**src/rtl/pulse_wave_gen_if.sv**
```systemverilog
// Config and sample-stream bundle for pulse_wave_gen.
// The master side is the generator; the slave side feeds config and drains samples.
interface pulse_wave_gen_if #(
  parameter int width_p        = 12,
  parameter int period_width_p = 16
);
  logic                      cfg_valid_i;
  logic                      cfg_ready_o;
  logic [period_width_p-1:0] cfg_period_i;
  logic [period_width_p-1:0] cfg_duty_i;
  logic [width_p-2:0]        cfg_amp_i;
  logic                      cfg_bipolar_i;
  logic                      ready_i;
  logic                      valid_o;
  logic [width_p-1:0]        data_o;
  logic                      cycle_start_o;

  modport master (
    input  cfg_valid_i, cfg_period_i, cfg_duty_i,
    input  cfg_amp_i, cfg_bipolar_i, ready_i,
    output cfg_ready_o, valid_o, data_o, cycle_start_o
  );

  modport slave (
    output cfg_valid_i, cfg_period_i, cfg_duty_i,
    output cfg_amp_i, cfg_bipolar_i, ready_i,
    input  cfg_ready_o, valid_o, data_o, cycle_start_o
  );
endinterface

```
**src/rtl/pulse_wave_gen.sv**
```systemverilog
// Programmable period/duty pulse sample generator.
// Config changes are deferred to the period boundary so the wave never glitches.
module pulse_wave_gen #(
  parameter int width_p        = 12,
  parameter int period_width_p = 16
) (
  input  logic              clk_i,
  input  logic              reset_i,
  pulse_wave_gen_if.master  io
);
  localparam int pw_lp = period_width_p;
  localparam logic [pw_lp-1:0] one_lp = pw_lp'(1);
  localparam logic [pw_lp-1:0] two_lp = pw_lp'(2);

  typedef struct packed {
    logic [pw_lp-1:0]   p;
    logic [pw_lp-1:0]   d;
    logic [width_p-2:0] a;
    logic               b;
  } cfg_t;

  typedef enum logic [1:0] {
    IDLE = 2'd0,
    RUN  = 2'd1,
    PEND = 2'd2
  } state_e;

  state_e           state_q, state_d;
  cfg_t             act_q, act_d;
  cfg_t             pend_q, pend_d;
  logic [pw_lp-1:0] phase_q, phase_d;
  logic [width_p-1:0] data_q, data_d;
  logic             valid_q, valid_d;
  logic             cs_q, cs_d;
  logic             cfg_ready_q, cfg_ready_d;

  cfg_t             new_cfg;
  cfg_t             nxt_cfg;
  logic             cfg_hs;
  logic             smp_hs;
  logic             last;

  // Duty needs no clamp: phase < P always, so D >= P reads as constant high.
  function automatic cfg_t norm_f(
    input logic [pw_lp-1:0]   p,
    input logic [pw_lp-1:0]   d,
    input logic [width_p-2:0] a,
    input logic               b
  );
    cfg_t n;
    n.p = (p < two_lp) ? two_lp : p;
    n.d = d;
    n.a = a;
    n.b = b;
    return n;
  endfunction

  function automatic logic [width_p-1:0] sample_f(
    input cfg_t             c,
    input logic [pw_lp-1:0] ph
  );
    logic [width_p-1:0] mag;
    mag = {1'b0, c.a};
    if (ph < c.d)  return mag;
    else if (c.b)  return -mag;
    else           return '0;
  endfunction

  assign new_cfg = norm_f(io.cfg_period_i, io.cfg_duty_i,
                          io.cfg_amp_i, io.cfg_bipolar_i);
  assign cfg_hs  = io.cfg_valid_i & cfg_ready_q;
  assign smp_hs  = valid_q & io.ready_i;
  assign last    = (phase_q == act_q.p - one_lp);

  always_comb begin
    state_d = state_q;
    act_d   = act_q;
    pend_d  = pend_q;
    phase_d = phase_q;
    data_d  = data_q;
    cs_d    = cs_q;
    nxt_cfg = act_q;
    unique case (state_q)
      IDLE: begin
        if (cfg_hs) begin
          act_d   = new_cfg;
          phase_d = '0;
          data_d  = sample_f(new_cfg, '0);
          cs_d    = 1'b1;
          state_d = RUN;
        end
      end
      RUN, PEND: begin
        if (smp_hs && last) begin
          if (state_q == PEND) nxt_cfg = pend_q;
          else if (cfg_hs)     nxt_cfg = new_cfg;
          act_d   = nxt_cfg;
          phase_d = '0;
          data_d  = sample_f(nxt_cfg, '0);
          cs_d    = 1'b1;
          state_d = RUN;
        end else begin
          if (smp_hs) begin
            phase_d = phase_q + one_lp;
            data_d  = sample_f(act_q, phase_q + one_lp);
            cs_d    = 1'b0;
          end
          if (state_q == RUN && cfg_hs) begin
            pend_d  = new_cfg;
            state_d = PEND;
          end
        end
      end
      default: state_d = IDLE;
    endcase
    valid_d     = (state_d != IDLE);
    cfg_ready_d = (state_d != PEND);
  end

  always_ff @(posedge clk_i or posedge reset_i) begin
    if (reset_i) begin
      state_q     <= IDLE;
      act_q       <= '0;
      pend_q      <= '0;
      phase_q     <= '0;
      data_q      <= '0;
      valid_q     <= 1'b0;
      cs_q        <= 1'b0;
      cfg_ready_q <= 1'b1;
    end else begin
      state_q     <= state_d;
      act_q       <= act_d;
      pend_q      <= pend_d;
      phase_q     <= phase_d;
      data_q      <= data_d;
      valid_q     <= valid_d;
      cs_q        <= cs_d;
      cfg_ready_q <= cfg_ready_d;
    end
  end

  assign io.cfg_ready_o   = cfg_ready_q;
  assign io.valid_o       = valid_q;
  assign io.data_o        = data_q;
  assign io.cycle_start_o = cs_q;
endmodule

```
**src/flat_wrapper.sv**
```systemverilog
// flat-port wrapper written by rule: the top's interface ports become plain ports
module pulse_wave_gen_flat 
#(
  parameter int width_p        = 12,
  parameter int period_width_p = 16
)
  (clk_i, reset_i, io_cfg_valid_i, io_cfg_period_i, io_cfg_duty_i, io_cfg_amp_i, io_cfg_bipolar_i, io_ready_i, io_cfg_ready_o, io_valid_o, io_data_o, io_cycle_start_o);
  pulse_wave_gen_if #(.width_p(width_p), .period_width_p(period_width_p)) io_i ();
  input  logic clk_i;
  input  logic reset_i;
  input wire logic [$bits(io_i.cfg_valid_i)-1:0] io_cfg_valid_i;
  input wire logic [$bits(io_i.cfg_period_i)-1:0] io_cfg_period_i;
  input wire logic [$bits(io_i.cfg_duty_i)-1:0] io_cfg_duty_i;
  input wire logic [$bits(io_i.cfg_amp_i)-1:0] io_cfg_amp_i;
  input wire logic [$bits(io_i.cfg_bipolar_i)-1:0] io_cfg_bipolar_i;
  input wire logic [$bits(io_i.ready_i)-1:0] io_ready_i;
  output wire logic [$bits(io_i.cfg_ready_o)-1:0] io_cfg_ready_o;
  output wire logic [$bits(io_i.valid_o)-1:0] io_valid_o;
  output wire logic [$bits(io_i.data_o)-1:0] io_data_o;
  output wire logic [$bits(io_i.cycle_start_o)-1:0] io_cycle_start_o;
  assign io_i.cfg_valid_i = io_cfg_valid_i;
  assign io_i.cfg_period_i = io_cfg_period_i;
  assign io_i.cfg_duty_i = io_cfg_duty_i;
  assign io_i.cfg_amp_i = io_cfg_amp_i;
  assign io_i.cfg_bipolar_i = io_cfg_bipolar_i;
  assign io_i.ready_i = io_ready_i;
  assign io_cfg_ready_o = io_i.cfg_ready_o;
  assign io_valid_o = io_i.valid_o;
  assign io_data_o = io_i.data_o;
  assign io_cycle_start_o = io_i.cycle_start_o;
  pulse_wave_gen #(.width_p(width_p), .period_width_p(period_width_p)) u_core (.clk_i(clk_i), .reset_i(reset_i), .io(io_i));
endmodule
```
**config.mk**
```make
export PLATFORM = sky130hd
export DESIGN_NAME = pulse_wave_gen_flat
export DESIGN_NICKNAME = d
export VERILOG_FILES = /design/src/rtl/pulse_wave_gen_if.sv /design/src/rtl/pulse_wave_gen.sv /design/src/flat_wrapper.sv
export SDC_FILE = /design/constraint.sdc
export NUM_CORES = 1
export LEC_CHECK = 0
export ABC_AREA = 1
export CAP_MARGIN = 20
export CORE_MARGIN = 8
export CORE_UTILIZATION = 65
export CTS_CLUSTER_DIAMETER = 50
export CTS_CLUSTER_SIZE = 10
export DETAILED_ROUTE_END_ITERATION = 6
export PLACE_DENSITY = 0.87
export SLEW_MARGIN = 25
export SYNTH_ARGS = -nofsm -noshare
export SYNTH_HDL_FRONTEND = slang
export SYNTH_SLANG_ARGS = --single-unit
```
**constraint.sdc**
```tcl
create_clock -name clk_i -period 6.3 [get_ports clk_i]
set_clock_uncertainty 0.15 [all_clocks]
set_input_delay 0.63 -clock clk_i [delete_from_list [all_inputs] [get_ports clk_i]]
set_output_delay 0.63 -clock clk_i [all_outputs]
set_load 0.01 [all_outputs]
```
==> metrics <==
status finished clean; worst reg2reg path startpoint u_core.phase_q[0]$_DFFE_PP0P_; main combinational cell family by area after synthesis simple AND/OR/NAND/NOR gates; Final Slew Violations 0; Critical Path RT 6.42 ns; CP endpoint u_core.phase_q[15]$_DFFE_PP0P_; setup TNS after final layout 0 ns; Pleak 0.00490 uW; Hold Slack 0.330 ns; kind of critical path input port to register; Tcrit/Tclk final 70.7%; FMAX 225 MHz; most frequent cells in the layout 392 x nand2_1, 172 x inv_1, 153 x o21ai_0, 120 x dfrtp_1, 103 x nand3_1; DP HPWL 17900 um; VDD IR max ~0.28 mV; via/cell ratio 5.76; WL per Instance between 15 and 20 um; number of flops mapped to enable cells by yosys 0; cells on worst reg2reg path 19; port bufs 62; Worst Setup SP io_cfg_valid_i; multiplexer area fraction after synthesis 0%; synth unique cells 41; Post-Route Utilization between 70% and 80%; FF-to-FF setup slack 1.96 ns; Top Metal Used met4; R2R Path End u_core.io.data_o[3]$_DFFE_PP0P_; gr ovfl total 0; ant diodes 0; compound-gate portion of the synthesized area approximately 15%; DIE WIDTH approximately 130 um; post-synthesis simple-gate area fraction 32.7%; CP max stage cell clkinv_1; Root Driver clkbuf_16; min Tclk post-route 4.45 ns; initial cell density of the core 66.1%; maxcap violations 0; Std-Cell Rows 42; placement-stage cell area 9240 um2; sequential fraction of the synthesis area between 30% and 40%; FFs w/ async S/R, synth 100%; worst slew pin tran between 0.8 and 0.9 ns; first-pass GRT wire length 41300 um; Worst Setup Start Kind input port; xor/xnor share of the synthesized area 3.03%; layout cells sized above 1 5.92%; Main synth FF type dfrtp_1; antenna violations before repair 0; commonest non-fill, non-tap cell in the layout nand2_1; Yosys warning count 0; Pwr Density 482 nW/um2; syn nets 1377; Critical Path Sink Type register; worst-path maximum fanout 63; Setup Buffers After CTS 0; syn avg cell area 6.66 um2; First DRT Iteration DRCs between 1000 and 1500; clk slew on worst S/H paths 0.05 ns; Total Routed Length roughly 25000 um; slack of the critical path about 1.8 ns; die height 132 um; Met3 Wirelength around 2600 um; Post-route DRC 0; Post-Synthesis Cells approximately 1300; area growth from synthesis to layout 14.4%; Total Nets Final 1410; gpl congestion 0.983; total number of vias 8799; CTS tree done; Num CTS Buffers 17; gr usage total between 20% and 30%; Worst Path Arrival 4.57 ns; router iterations before antenna repair 6; met1 wire length 10900 um; CTS H-Tree Depth 4; Synth Register Bits 121; metal2 WL 10700 um; vias in the first global route 8120; Slew headroom 43.7%; Skew-Pair Late Insertion Delay 0.42 ns; Cell Area, Synth 8690 um2; Final Hold Fails 0; Max Buffers Root-to-Sink 2; Synth Area in Adders about 3.5%; Place WS between 1.5 and 2 ns; max incr delay on CP around 0.83 ns; Core Region 13100 um2; min-delay worst type register to register; num ports 63; remaining antenna violation count 0; hold_buf cts 0; CP Cell Sequence clkdlybuf4s50_1, nand2_4, clkinv_1, nor2_1, inv_1, nand3_1, inv_1, nand2_1, inv_2, nand2_1, o21ai_0; Resized Gates After CTS 0; Die Footprint 17300 um2; Design Area, Final approximately 9900 um2; Final setup viols 0; CTS sink cnt 121; unrepaired setup endpoints after global routing no; largest net degree at the start of global routing slightly above 80
-- critical path: cells and delay by family --
kind / cells / cell delay (ns)
simple gates: 5 / 1.68
buf+inv: 5 / 2.14
compound gates: 1 / 0.07
-- power by group --
part | leakage [uW] | internal [uW] | total [uW] | switching (uW)
registers | 0.00151 | 1120 | 1390 | 278
logic | 0.00306 | 770 | 2260 | 1490
clock network | 0.000330 | 761 | 1130 | 367
total | 0.00490 | 2650 | 4780 | 2140
-- metal layers --
| layer | vias to the layer above | global-route usage [%] |
|---|---|---|
| met5 | - | 0 |
| met4 | 0 | 11.7 |
| met3 | 56 | 7.70 |
| met2 | 463 | 42.9 |
| met1 | 4044 | 40.6 |
| li1 | 4236 | - |
-- cell families after synthesis --
logic type | after synthesis
XOR/XNOR | 30
AND/OR/NAND/NOR | 660
AO/OA/AOI/OAI | 238
flip-flops | 121
buffers and inverters | 232
adder cells (fa/ha/maj) | 24
-- synthesized netlist by cell type (13+ instances only) --
library cell | count | area share [%]
nor3_1 | 17 | 0.98
xor2_1 | 24 | 2.4
nand2_1 | 392 | 17
o21ai_0 | 153 | 8.8
a21oi_1 | 27 | 1.6
dfrtp_1 | 120 | 35
buf_2 | 13 | 0.75
clkbuf_1 | 20 | 0.86
nor2_1 | 94 | 4.1
ha_1 | 24 | 3.5
nand3_1 | 103 | 5.9
o21ai_1 | 29 | 1.7
inv_1 | 173 | 7.5
-- final cells by class --
class | instances | area [um2]
clock buffer | 20 | 457
clock inverter | 12 | 220
fill | 1004 | 3200
inverter | 178 | 673
multi-input combinational | 952 | 4660
sequential | 121 | 3030
tap | 176 | 220
timing repair buffer | 68 | 673
-- stage by stage --
stage	power, uW	std cells
after detailed placement	3570	1494
after CTS	4710	1526
final	4780	1527
after global routing	5150	1527
after floorplan	3010	1305
after global placement	3500	1494
-- registers in the layout, summed over array words and instances, names as in the netlist --
| name | count |
|---|---|
| u_core.pend_q | 44 |
| u_core.phase_q | 16 |
| u_core.io.valid_o | 1 |
| u_core.act_q | 44 |
| u_core.io.cfg_ready_o | 1 |
| u_core.io.cycle_start_o | 1 |
| u_core.io.data_o | 12 |
| u_core.state_q | 2 |
-- how the worst min path moves through the flow --
stage | from | end | slack [ns] | depth (start not counted)
floorplan | u_core.pend_q[2]$_DFFE_PP0P_ | u_core.pend_q[2]$_DFFE_PP0P_ | 0.30 | 2
global placement | u_core.pend_q[39]$_DFFE_PP0P_ | u_core.pend_q[39]$_DFFE_PP0P_ | 0.31 | 2
detailed placement | u_core.pend_q[38]$_DFFE_PP0P_ | u_core.pend_q[38]$_DFFE_PP0P_ | 0.32 | 2
CTS | u_core.pend_q[39]$_DFFE_PP0P_ | u_core.pend_q[39]$_DFFE_PP0P_ | 0.33 | 2
global route | u_core.pend_q[39]$_DFFE_PP0P_ | u_core.pend_q[39]$_DFFE_PP0P_ | 0.34 | 2
finish | u_core.pend_q[39]$_DFFE_PP0P_ | u_core.pend_q[39]$_DFFE_PP0P_ | 0.33 | 2
No activity file was read; power rests on OpenSTA's default activity.
